$ cat config.mk
export PLATFORM = sky130hd
export DESIGN_NAME = spi_crc_engine
export DESIGN_NICKNAME = d
export VERILOG_FILES = /design/src/rtl/spi_crc_engine.sv
export SDC_FILE = /design/constraint.sdc
export NUM_CORES = 1
export LEC_CHECK = 0
export BUFFER_PORTS_ARGS = -buffer_cell sky130_fd_sc_hd__buf_2
export CORE_AREA = 2 2 110 112
export DETAILED_ROUTE_END_ITERATION = 6
export DIE_AREA = 0 0 112 114
export PLACE_DENSITY = 0.56
export SLEW_MARGIN = 30
export SYNTH_ARGS = -nofsm -noshare
export SYNTH_HDL_FRONTEND = slang
export SYNTH_SLANG_ARGS = --single-unit
$ cat constraint.sdc
create_clock -name clk -period 2.4 [get_ports clk]
set_input_delay 0.24 -clock clk [delete_from_list [all_inputs] [get_ports clk]]
set_output_delay 0.24 -clock clk [all_outputs]
set_load 0.01 [all_outputs]
$ cat src/rtl/spi_crc_engine.sv
// spi_crc_engine: streaming CRC7/CRC16 generator and checker for the SPI/SD datapath.
// Optional word-count check against BLOCK_LEN is built when SPI_CRC_LEN_CHECK_EN is defined.
module spi_crc_engine #(
    parameter int               CRC_W     = 16,
    parameter logic [CRC_W-1:0] POLY      = 16'h1021,
    parameter logic [CRC_W-1:0] INIT      = '0,
    parameter int               DATA_W    = 8,
    parameter int               CNT_W     = 10,
    parameter int               BLOCK_LEN = 512
) (
    input  logic              clk,
    input  logic              rst,
    input  logic              clr,
    input  logic [DATA_W-1:0] data_in,
    input  logic              data_valid,
    output logic              data_ready,
    input  logic              finish,
    input  logic              check_mode,
    output logic [CRC_W-1:0]  crc_out,
    output logic [DATA_W-1:0] crc_word,
    output logic              crc_word_valid,
    input  logic              crc_word_ready,
    output logic [CNT_W-1:0]  word_count,
    output logic              done,
    output logic              crc_ok,
    output logic              len_err
);
    localparam int F       = (CRC_W + DATA_W - 1) / DATA_W;
    localparam int FRAME_W = F * DATA_W;
    localparam int IDX_W   = (F > 1) ? $clog2(F) : 1;

    localparam logic [1:0] ST_ACC   = 2'd0;
    localparam logic [1:0] ST_EMIT  = 2'd1;
    localparam logic [1:0] ST_CHECK = 2'd2;
    localparam logic [1:0] ST_DONE  = 2'd3;

    // DATA_W serial LFSR steps, MSB of the word first, no reflection.
    function automatic logic [CRC_W-1:0] crc_step(input logic [CRC_W-1:0] crc,
                                                  input logic [DATA_W-1:0] d);
        logic [CRC_W-1:0] c;
        logic             fb;
        c = crc;
        for (int i = DATA_W - 1; i >= 0; i--) begin
            fb = c[CRC_W-1] ^ d[i];
            c  = c << 1;
            if (fb) c = c ^ POLY;
        end
        return c;
    endfunction

    // CRC left-aligned in the frame, unused LSBs padded with ones.
    function automatic logic [FRAME_W-1:0] frame_pack(input logic [CRC_W-1:0] crc);
        logic [FRAME_W-1:0] f;
        f = '1;
        f[FRAME_W-1 -: CRC_W] = crc;
        return f;
    endfunction

    logic [1:0]         state;
    logic [CRC_W-1:0]   lfsr;
    logic [FRAME_W-1:0] frame_q;
    logic [IDX_W-1:0]   idx_q;
    logic               err_q;

    logic               in_acc;
    logic [CRC_W-1:0]   lfsr_abs;
    logic [CNT_W-1:0]   cnt_abs;
    logic [DATA_W-1:0]  top_word;
    logic               last_idx;
    logic               mismatch;

    assign in_acc         = (state == ST_ACC);
    assign data_ready     = in_acc || (state == ST_CHECK);
    assign crc_word_valid = (state == ST_EMIT);
    assign done           = (state == ST_DONE);
    assign top_word       = frame_q[FRAME_W-1 -: DATA_W];
    assign crc_word       = top_word;
    assign last_idx       = (idx_q == IDX_W'(F - 1));
    assign mismatch       = (data_in != top_word);

    // A word presented together with finish is absorbed before the snapshot.
    assign lfsr_abs = (in_acc && data_valid) ? crc_step(lfsr, data_in) : lfsr;
    assign cnt_abs  = (in_acc && data_valid && (word_count != '1)) ? word_count + 1'b1
                                                                   : word_count;

    always_ff @(posedge clk) begin
        if (rst) begin
            state      <= ST_ACC;
            lfsr       <= INIT;
            crc_out    <= '0;
            frame_q    <= '0;
            idx_q      <= '0;
            err_q      <= 1'b0;
            word_count <= '0;
            crc_ok     <= 1'b0;
        end else if (clr) begin
            state      <= ST_ACC;
            lfsr       <= INIT;
            idx_q      <= '0;
            err_q      <= 1'b0;
            word_count <= '0;
            crc_ok     <= 1'b0;
        end else begin
            case (state)
                ST_ACC: begin
                    lfsr       <= lfsr_abs;
                    word_count <= cnt_abs;
                    if (finish) begin
                        crc_out <= lfsr_abs;
                        frame_q <= frame_pack(lfsr_abs);
                        crc_ok  <= 1'b0;
                        idx_q   <= '0;
                        err_q   <= 1'b0;
                        state   <= check_mode ? ST_CHECK : ST_EMIT;
                    end
                end
                ST_EMIT: begin
                    if (crc_word_ready) begin
                        frame_q <= frame_q << DATA_W;
                        idx_q   <= idx_q + 1'b1;
                        if (last_idx) state <= ST_DONE;
                    end
                end
                ST_CHECK: begin
                    if (data_valid) begin
                        frame_q <= frame_q << DATA_W;
                        idx_q   <= idx_q + 1'b1;
                        err_q   <= err_q | mismatch;
                        if (last_idx) begin
                            crc_ok <= !(err_q || mismatch) && !len_err;
                            state  <= ST_DONE;
                        end
                    end
                end
                default: begin
                    lfsr       <= INIT;
                    word_count <= '0;
                    state      <= ST_ACC;
                end
            endcase
        end
    end

`ifdef SPI_CRC_LEN_CHECK_EN
    logic len_err_q;

    always_ff @(posedge clk) begin
        if (rst || clr) begin
            len_err_q <= 1'b0;
        end else if (in_acc && finish) begin
            len_err_q <= (cnt_abs != CNT_W'(BLOCK_LEN));
        end
    end

    assign len_err = len_err_q;
`else
    assign len_err = 1'b0;
`endif

endmodule

; Word level (Yosys, flattened, before mapping)
; Index checks and enable logic that the tools add are counted.
[totals]
ff_bits = 63
input_bits = 15
out_inout_bits = 39
word_cells = 87
[classes]
eq_ne = 10
mux = 31
bitwise = 19
reduce_logical = 17
add_sub_neg = 2
[op_table]
columns = cell, count
row1 = $mux W13, 8
row2 = $mux W16, 4
row3 = $pmux W16 S3, 1
row4 = $pmux W16 S2, 1
row5 = $not A3 Y3, 8
row6 = $pmux W10 S2, 1
row7 = $add A10 B1 Y10 const B, 1
row8 = $mux W10, 1
row9 = $mux W2, 5
row10 = $ne A10 B10 Y1 const B, 1
row11 = $reduce_and A3 Y1, 3
row12 = $ne A8 B8 Y1, 1
row13 = $reduce_and A4 Y1, 2
row14 = $xor A1 B1 Y1, 8
row15 = $mux W1, 6
row16 = $ne A2 B2 Y1 const B, 3
row17 = $pmux W2 S3, 1
row18 = $reduce_and A5 Y1, 1
row19 = $eq A2 B2 Y1 const B, 2
row20 = $ne A2 B1 Y1 const B, 2
row21 = $pmux W1 S2, 2
row22 = $reduce_or A2 Y1, 2
row23 = $pmux W1 S3, 1
row24 = $reduce_bool A3 Y1, 1
row25 = 10 further kinds, 13

; Logic depth before layout (Yosys ltp)
; Gate-level depths: netlist (run 1).
[logic_depth]
ltp_word = 19
depth_mapped = 9
ltp_nobuf = 7

; Worst setup path before layout (run 1)
; No wires, ideal clock.
[synth_path]
path_type = reg2reg
from = register state[0]
to = register frame_q[13]
setup_slack_ns = 0.504
path_buffers = 2
t_arrival_ns = 1.795
setup_time_ns = 0.101
stages_incl_launch_ff = 9
synth_period_minus_slack_ns = 1.896
t_required_ns = 2.299
path_cell_list = dfxtp_1 -> inv_1 -> ha_1 -> nand2b_2 -> o221ai_2 -> or3_1 -> buf_2 -> buf_6 -> o41ai_1
[synth_via]
elab_chain_cells = 5
elab_cells_between_ends = 12
cone_classes = eq/ne (5) / mux (3) / reduce/logical (4)
[synth_lines]
columns = element, line
row1 = "start, declared", 59  ; logic [1:0] state;
row2 = "start signal, assigned", 114  ; state <= check_mode ? ST_CHECK : ST_EMIT;
row3 = $logic_not A2 Y1, "72, 104"
row4 = $logic_and A1 B1 Y1, 82  ; assign lfsr_abs = (in_acc && data_valid) ? crc_step(lfsr, data_in) : lfsr;
row5 = $mux W16, 82
row6 = $mux W16, 108  ; if (finish) begin
row7 = $pmux W16 S3, 104  ; case (state)
row8 = "end signal, assigned", 110  ; frame_q <= frame_pack(lfsr_abs);
row9 = "end signal, assigned", 119  ; frame_q <= frame_q << DATA_W;
row10 = "end signal, assigned", 126  ; frame_q <= frame_q << DATA_W;
row11 = "end, declared", 61  ; logic [FRAME_W-1:0] frame_q;
; Several ways; a longest one is shown, not always the timed one. The select of a mux whose other input is x is not followed.
; A chain may end at the register's enable or synchronous reset.

; Worst setup path in the final report (run 1)
[layout_path]
from = register state[0]
to = register frame_q[1]
; Same word-level chain as after synthesis.

==> metrics.txt, run 1 <==
status complete, no violations; worst hold stages 3; Hold WC Path Type input port to flip-flop; Critical Path Start Type flip-flop; top cells by area, synth dfxtp_1, nor2_1, xnor3_1, xnor2_1, nand2_1; fin crit period about 2.2 ns; CTS Buf Count 9; post-DR wirelength/cell between 10 and 15 um; reg2reg path depth 8; # diodes 0; Least-Margin Pin Slew about 0.82 ns; Final Util 34.52%; Starting Density between 20 and 30%; GR peak layer met2; Worst-path clk slew about 0.06 ns; reg2reg end frame_q[1]; Max Buffers Root-to-Sink 2; Clock Root Buffer clkbuf_16; Die Ht 114 um; Synth Instances 394; antenna-violating nets left 0; DIE WIDTH between 100 and 150 um; vias in the first global route 2,754; Post-synth EDFFs 0; final setup TNS 0 ns; syn avg cell area between 8 and 9 um^2; area delta synth->final 19.58%; post-synth top area share 37.31%; die area about 0.013 mm^2; number of buffers added for setup after CTS 0; critical path class flip-flop to flip-flop; H-tree Lvls 3; largest net degree at the start of global routing 38; HP Start data_valid; final period utilization about nine tenths; FF-to-FF Start state[0]; Clock Skews ~0.0049 ns; area leader, netlist dfxtp_1; drt first pass iters 4; total global routing overflow 0; met3 Use GR 4.251%; RSZ-0062 raised after global routing no; required time of the worst setup path approximately 2.7 ns; Critical Path Max Stage Delay 0.40 ns; drt via density ~4.8; maximum vdd ir drop 489.6 uV; post-synthesis register bit count 63; Worst Hold End err_q; core area about 0.012 mm^2; Synth Warn # 0; layout cells sized above 1 between 20% and 30%; fill count between 1,000 and 1,500; GPL Wtd Cong 0.7845; GR Util met2 between 20% and 30%; CP Cell Sequence inv_1, ha_1, nand2b_2, o221ai_2, or3_1, buf_4, or3_1, a21oi_1; Max Transition Viols Final 0; main flop type after synthesis dfxtp_1; Yosys cell types 47; met1 usage 16.99%; via count between 2,000 and 3,000; Fin. Hold Viols 0; pwr/cell area approximately 850 mW/mm^2; gr usage total around 14%; Hold Slack 0.2752 ns; drt drc 0; dpl hpwl a little over 6 mm; Worst path most repeated cell or3_1; nets 452; Clock Latency Late Sink between 0.3 and 0.4 ns; global-route wire length before repair about 14 mm; sequential share of the synthesized area between 30% and 40%; # IOs 54; floorplan row count 40; area of the mapped netlist between 0.003 and 0.004 mm^2; syn_nets 415; Leak 1.664 nW; post-CTS resize count 0; Final Setup Violations 0; fmax 463.2 MHz; asr flop ratio synth 0%; Iter 0 DRT Violations about 200; CP Capture Type flip-flop; Sink Count 63; initial antenna violation count 0; CP Max Fanout 28; max_cap viols 0; CTS tree built; DRT Wirelength 8.575 mm; post-cts hold buffer count 0; Max-slew headroom a little under half; R2R Setup Slk 0.24 ns; worst path arrival time between 2 and 2.5 ns; slowest stage cell on the critical path dfxtp_1; Synth top cells by count dfxtp_1, nor2_1, nand2_1, a21oi_1, xnor2_1; Port Buf Inserts 52
-- placed cells by master, fill, tap and decap left out, types with 8 or more instances in the layout --
master / instances
nand3_1: 8
nor2_1: 63
nor3_1: 16
inv_1: 8
buf_4: 9
a211oi_1: 15
clkbuf_16: 9
dfxtp_1: 63
xnor2_1: 19
a21oi_1: 24
buf_2: 52
xnor3_1: 8
o21a_1: 8
xor2_1: 11
nand2_1: 38
-- area by class of cell --
type                       instances  area, um^2  share of cell area [%]
clock buffer                       9       225.2                   5.571
clock inverter                     7       120.1                   2.971
inverter                           9       33.78                  0.8357
multi-input combinational        287        1891                   46.77
sequential                        63        1261                   31.20
tap                              147       183.9                   4.550
timing repair buffer              61       327.8                   8.109
-- layer usage --
layer / wire length [um] / part of all wire (%)
met1: 3850 / 45
met2: 4186 / 49
met3: 413 / 4.8
met4: 125 / 1.5
met5: 0 / 0
-- worst max-delay path by stage --
| stage | cells past startpoint | slack (ns) | from | endpoint |
|---|---|---|---|---|
| 6_report | 8 | 0.24 | state[0] | frame_q[1] |
| 5_1_grt | 8 | 0.08 | state[1] | frame_q[1] |
| 4_1_cts | 8 | 0.23 | state[0] | frame_q[1] |
| 3_5_place_dp | 8 | 0.25 | state[0] | frame_q[1] |
| 3_3_place_gp | 8 | 0.37 | state[0] | frame_q[1] |
| 2_1_floorplan | 8 | 0.50 | state[0] | frame_q[13] |
-- report_power, final --
group | internal [W] | switching (W) | leakage [nW]
clock | 0.00102 | 0.000508 | 0.166
combinational | 0.000318 | 0.000397 | 0.986
sequential | 0.00112 | 0.0000587 | 0.512
total | 0.00245 | 0.000964 | 1.66
-- registers in the layout, indices dropped and copies added (netlist names) --
register and count:
crc_out 16, lfsr 16, state 2, crc_ok 1
frame_q 16, word_count 10, err_q 1, idx_q 1
-- logic make-up (layout without fill, tap and decap cells) --
| logic type | count (synthesis) | in the layout | synth area share, % |
|---|---|---|---|
| AO/OA/AOI/OAI | 77 | 77 | 15.92 |
| XOR/XNOR | 42 | 42 | 15.25 |
| adder cells (fa/ha/maj) | 6 | 6 | 2.221 |
| buffers and inverters | 44 | 86 | 6.772 |
| flip-flops | 63 | 63 | 37.31 |
| multiplexers | 6 | 6 | 1.777 |
| other | 1 | 1 | 0.1109 |
| AND/OR/NAND/NOR | 155 | 155 | 20.65 |
-- per-stage QoR --
stage | instances | total power (W) | area (um^2) | setup WS, ns
CTS | 583 | 0.003467 | 4043 | 0.2328
detailed placement | 567 | 0.001919 | 3697 | 0.2530
floorplan | 394 | 0.001750 | 3381 | 0.5042
finish | 583 | 0.003416 | 4043 | 0.2411
global placement | 567 | 0.001908 | 3697 | 0.3681
global route | 583 | 0.003590 | 4043 | 0.08327
-- worst max-delay path, delay by kind of cell (launching register included) --
family	cells	cell delay (ns)
AND/OR/NAND/NOR	3	0.83
flip-flops	1	0.40
buffers and inverters	2	0.32
AO/OA/AOI/OAI	2	0.28
adder cells (fa/ha/maj)	1	0.23
(Power assumes the default switching activity.)
==> inputs of run 2 (changes only) <==
--- a/config.mk
+++ b/config.mk
@@ -6,10 +6,10 @@
 export NUM_CORES = 1
 export LEC_CHECK = 0
 export BUFFER_PORTS_ARGS = -buffer_cell sky130_fd_sc_hd__buf_2
-export CORE_AREA = 2 2 110 112
+export CORE_AREA = 2 2 82 84
 export DETAILED_ROUTE_END_ITERATION = 6
-export DIE_AREA = 0 0 112 114
-export PLACE_DENSITY = 0.56
+export DIE_AREA = 0 0 84 86
+export PLACE_DENSITY = 0.85
 export SLEW_MARGIN = 30
 export SYNTH_ARGS = -nofsm -noshare
 export SYNTH_HDL_FRONTEND = slang
==> metrics.txt, run 2 (same netlist as run 1, synthesis figures left out) <==
largest net degree at the start of global routing 38 (unchanged); Least-Margin Pin Slew 0.6090 ns (-0.2112 ns); drt via density 5.674 (+17%); CTS Buf Count 9 (unchanged); H-tree Lvls 3 (unchanged); final period utilization 93.10% (+3.1 points); Fin. Hold Viols 0 (unchanged); Final Util 60.30% (+26 points); post-route cell area 0.003785 mm^2 (-6.4%); GPL Wtd Cong 0.8823 (+12%); DIE WIDTH 84 um (-25%); post-DR wirelength/cell 15.35 um (+4.3%); Max Transition Viols Final 0 (unchanged); Iter 0 DRT Violations 269 (+38%); layout cells sized above 1 19.95% (-0.23 points); Hold Slack 0.2678 ns (-0.007348 ns); fmax 447.6 MHz (-3.4%); # IOs 54 (unchanged); nets 452 (unchanged); Max-slew headroom 58.35% (+13 points); Hold WC Path Type input port to flip-flop; most frequent cells in the layout nor2_1, dfxtp_1, buf_2; floorplan row count 29 (-28%); status complete, no violations; maximum vdd ir drop 353.5 uV (-28%); drt first pass iters 4 (unchanged); Post-Place Cell Area 0.003610 mm^2 (-2.4%); CP Capture Type flip-flop; Max Buffers Root-to-Sink 2 (unchanged); Critical Path Start Type flip-flop; Sink Count 63 (unchanged); critical path class flip-flop to flip-flop; global-route wire length before repair 13.00 mm (-7.0%); biggest regs crc_out x16, frame_q x16, lfsr x16; number of buffers added for setup after CTS 0 (unchanged); Worst path most repeated cell or3_1; drt drc 0 (unchanged); CP Cell Sequence inv_1, ha_1, nand2b_2, o221ai_2, or3_1, buf_4, or3_1, a21oi_1; max_cap viols 0 (unchanged); Clock Root Buffer clkbuf_8; total global routing overflow 0 (unchanged); Final Setup Violations 0 (unchanged); Worst-path clk slew 0.07 ns (about the same); Starting Density 53.86% (+25 points); worst path arrival time 2.51 ns (+0.09 ns); final setup TNS 0 ns (unchanged); Die Ht 86 um (-25%); Leak 1.594 nW (-4.2%); Clock Skews 0.01219 ns (+0.007238 ns); CTS tree built; RSZ-0062 raised after global routing no; vias in the first global route 2,765 (+0.40%); # diodes 0 (unchanged); via count 2,911 (+3.0%); gr usage total 22.83% (+8.8 points); post-cts hold buffer count 0 (unchanged); DRT Wirelength 7.872 mm (-8.2%); dpl cells 497 (-12%); fin crit period 2.234 ns (+0.07547 ns); area delta synth->final 11.95%; Critical Path Max Stage Delay 0.41 ns (about the same); initial antenna violation count 0 (unchanged); post-CTS resize count 0 (unchanged); required time of the worst setup path 2.67 ns (about the same); Clock Latency Late Sink 0.34 ns (about the same); Port Buf Inserts 52 (unchanged); die area 0.007224 mm^2 (-43%); CP Max Fanout 28 (unchanged); pwr/cell area 719.9 mW/mm^2 (-15%); dpl hpwl 5.492 mm (-10%); antenna-violating nets left 0 (unchanged); slowest stage cell on the critical path dfxtp_1; Non-Filler Instances 513 (-12%); core area 0.006277 mm^2 (-46%)
-- run 2: changes by cell type in the layout (fill, tap and decap cells not counted), sizes merged --
cell      previous run  this run
clkbuf               9        12
inv                  9         8
clkinvlp             1         0
clkinv               3         5
bufinv               3         0
-- run 2: stage by stage --
step / worst slack (ns) / total power [W]
final: 0.1656 / 0.002725
after global routing: 0.007324 / 0.002869
after CTS: 0.1944 / 0.002736
after detailed placement: 0.2105 / 0.001906
after global placement: 0.3183 / 0.001887
after floorplan: 0.5042 / 0.001750
-- run 2: where the power goes --
part           internal [W]  switching, W
logic              0.000318      0.000402
registers           0.00112     0.0000595
clock network      0.000424      0.000406
total               0.00186      0.000867
-- run 2: area by class of cell --
type	instances	area [um^2]
sequential	63	1261
inverter	9	33.78
multi-input combinational	287	1891
clock inverter	4	20.02
fill	544	2492
tap	77	96.34
clock buffer	12	155.1
timing repair buffer	61	327.8
-- run 2: worst max-delay path, delay by kind of cell, from the launching register on --
family                   cells  cell delay [ns]
flip-flops                   1             0.41
adder cells (fa/ha/maj)      1             0.30
AND/OR/NAND/NOR              3             0.84
AO/OA/AOI/OAI                2             0.26
buffers and inverters        2             0.33
-- run 2: path summary, 6_finish.rpt --
path,startpoint,to,slack [ns],depth (start not counted)
worst max-delay path,state[0],frame_q[2],0.17,8
worst min-delay path,data_valid,err_q,0.27,3
worst max register to register,state[0],frame_q[2],0.17,8
worst min register to register,crc_out[6],crc_out[6],0.46,2
-- run 2: layer usage --
layer / vias up / part of all wire, % / track usage (%)
li1: 1417 / - / -
met1: 1382 / 45 / 29.33
met3: 21 / 5.8 / 5.967
met4: 0 / 2.6 / 9.824
met2: 91 / 47 / 36.58
met5: - / 0 / 0
==> inputs of run 3 (changes only) <==
--- a/config.mk
+++ b/config.mk
@@ -5,6 +5,7 @@
 export SDC_FILE = /design/constraint.sdc
 export NUM_CORES = 1
 export LEC_CHECK = 0
+export ABC_AREA = 1
 export BUFFER_PORTS_ARGS = -buffer_cell sky130_fd_sc_hd__buf_2
 export CORE_AREA = 2 2 82 84
 export DETAILED_ROUTE_END_ITERATION = 6
==> metrics.txt, run 3 <==
critical path class flip-flop to flip-flop; drt first pass iters 7 (+3); DIE WIDTH 84 um (unchanged); Least-Margin Pin Slew 0.7224 ns (+0.1134 ns); dpl ws 0.1813 ns (-0.02922 ns); Synth top cells by count nand2_1, dfxtp_1, a21oi_1, inv_1, nor2_1; Multi-input gate area 0.001720 mm^2 (-9.0%); status complete, no violations; # IOs 54 (unchanged); Yosys cell types 39 (-17%); FF+latch area 0.001261 mm^2 (unchanged); Post-Place Cell Area 0.003610 mm^2 (unchanged); Post-synth EDFFs 0 (unchanged); fill count 569 (+4.6%); final setup TNS 0 ns (unchanged); CTS tree built; CP startpoint state[1]; fmax 465.3 MHz (+4.0%); DRT Wirelength 8.696 mm (+10%); Clock Skews 0.009753 ns (-0.002433 ns); main flop type after synthesis dfxtp_1; Fin. Hold Viols 0 (unchanged); Die Ht 86 um (unchanged); post-synth top area share 37.24% (-0.069 points); CP Max Fanout 17 (-39%); Max Transition Viols Final 0 (unchanged); Worst-path clk slew 0.07 ns (about the same); maximum vdd ir drop 454.7 uV (+29%); biggest regs crc_out x16, frame_q x16, lfsr x16; largest net degree at the start of global routing 28 (-26%); die area 0.007224 mm^2 (unchanged); Clock Latency Late Sink 0.35 ns (about the same); Final Setup Violations 0 (unchanged); top cells by area, synth dfxtp_1, nand2_1, a21oi_1, inv_1, nor2_1; FF-to-FF Start state[1]; via count 3,419 (+17%); Hold WC Path Type input port to flip-flop; Clock Root Buffer clkbuf_8; Sink Count 63 (unchanged); initial antenna violation count 0 (unchanged); layout cells sized above 1 15.94% (-4.0 points); post-route cell area 0.003836 mm^2 (+1.4%); Starting Density 53.96% (+0.10 points); Critical Path Start Type flip-flop; Synth Warn # 0 (unchanged); global-route wire length before repair 14.12 mm (+8.6%); CTS Buf Count 9 (unchanged); drt drc 0 (unchanged); post-synthesis register bit count 63 (unchanged); Iter 0 DRT Violations 350 (+30%); Leak 1.840 nW (+15%); H-tree Lvls 3 (unchanged); dpl hpwl 6.237 mm (+14%); sequential share of the synthesized area 37.24% (-0.069 points); final period utilization 89.54% (-3.6 points); drt via density 5.436 (-4.2%); antenna-violating nets left 0 (unchanged); GPL Wtd Cong 0.8658 (-1.9%); vias in the first global route 3,044 (+10%); most common cell in the netlist nand2_1; setup ws final 0.2509 ns (+0.08528 ns); Max-slew headroom 51.52% (-6.8 points); Synth Instances 505 (+28%); gr usage total 24.48% (+1.6 points); fin crit period 2.149 ns (-0.08528 ns); area leader, netlist dfxtp_1; total global routing overflow 0 (unchanged); most common cell after layout, fill and taps aside nand2_1; Port Buf Inserts 52 (unchanged); required time of the worst setup path 2.68 ns (about the same); post-DR wirelength/cell 13.83 um (-9.9%); floorplan row count 29 (unchanged); Max Buffers Root-to-Sink 2 (unchanged); worst path arrival time 2.43 ns (-0.08 ns); syn avg cell area 6.707 um^2 (-22%); HP Start clr; RSZ-0062 raised after global routing no; area delta synth->final 13.26%; asr flop ratio synth 0% (unchanged); core area 0.006277 mm^2 (unchanged); nets 568 (+26%); area of the mapped netlist 0.003387 mm^2 (+0.19%); syn_nets 526 (+27%); # diodes 0 (unchanged); max_cap viols 0 (unchanged); pwr/cell area 804.1 mW/mm^2 (+12%); most frequent cells in the layout nand2_1, dfxtp_1, inv_1, a21oi_1, buf_2; CP Capture Type flip-flop
## run 3: cell count changes in the layout (fill, tap and decap cells not counted), sizes merged, moves of 8 or more
cell / change
nor3: -10
o21a: -8
a211oi: -15
a21oi: +33
inv: +52
xnor2: -19
xnor3: -8
o21ai: +42
nand2: +95
nor2: -14
nand3: +14
## run 3: what timing repair did
item | in CTS | in global routing
setup endpoints to repair | 0 | 4
setup buffers | 0 | 0
hold buffers | 0 | 0
resized for setup | 0 | 1
## run 3: layout make-up
type,instances,share of cell area (%)
timing repair buffer,57,7.763
inverter,61,6.164
clock inverter,3,1.696
sequential,63,32.88
multi-input combinational,355,44.85
clock buffer,13,4.142
tap,77,2.511
## run 3: logic make-up after synthesis
logic type	after synthesis	synth area share (%)
AND/OR/NAND/NOR	221	27.15
AO/OA/AOI/OAI	117	18.66
buffers and inverters	87	12.04
flip-flops	63	37.24
XOR/XNOR	10	2.586
adder cells (fa/ha/maj)	6	2.216
other	1	0.1107
## run 3: path summary, 6_finish.rpt
path | slack [ns] | endpoint | depth (start not counted)
hold reg to reg | 0.47 | crc_ok | 2
setup reg to reg | 0.25 | lfsr[6] | 8
setup / recovery | 0.25 | lfsr[6] | 8
hold / removal | 0.24 | state[0] | 4
## run 3: critical path, stage by stage, from the launching register on
cell     delay, ns
dfxtp_1       0.35
inv_1         0.11
ha_2          0.36
nand2_2       0.18
inv_2         0.27
nand2_1       0.16
o21ai_0       0.37
nand2_1       0.14
a21oi_1       0.14
## run 3: per-stage QoR
step | cells | utilization, % | power [W] | hold WS (ns)
after detailed placement | 613 | 57.50 | 0.002029 | 0.4594
after global placement | 613 | 57.50 | 0.002006 | 0.4516
after CTS | 629 | 61.07 | 0.003079 | 0.2149
after floorplan | 505 | - | 0.001833 | 0.4263
final | 629 | 61.11 | 0.003085 | 0.2386
after global routing | 629 | 61.11 | 0.003244 | 0.2262
## run 3: layer usage
| metal | vias up | global-route usage [%] | part of all wire (%) |
|---|---|---|---|
| met5 | - | 0 | 0 |
| met4 | 0 | 9.238 | 1.7 |
| met3 | 13 | 5.967 | 6.3 |
| met2 | 131 | 41.53 | 48 |
| met1 | 1574 | 30.28 | 44 |
| li1 | 1701 | - | - |
## run 3: report_power, final
part           internal [W]  switching (W)
Sequential          0.00114      0.0000772
Clock              0.000641       0.000416
Combinational      0.000262       0.000547
Total               0.00204        0.00104
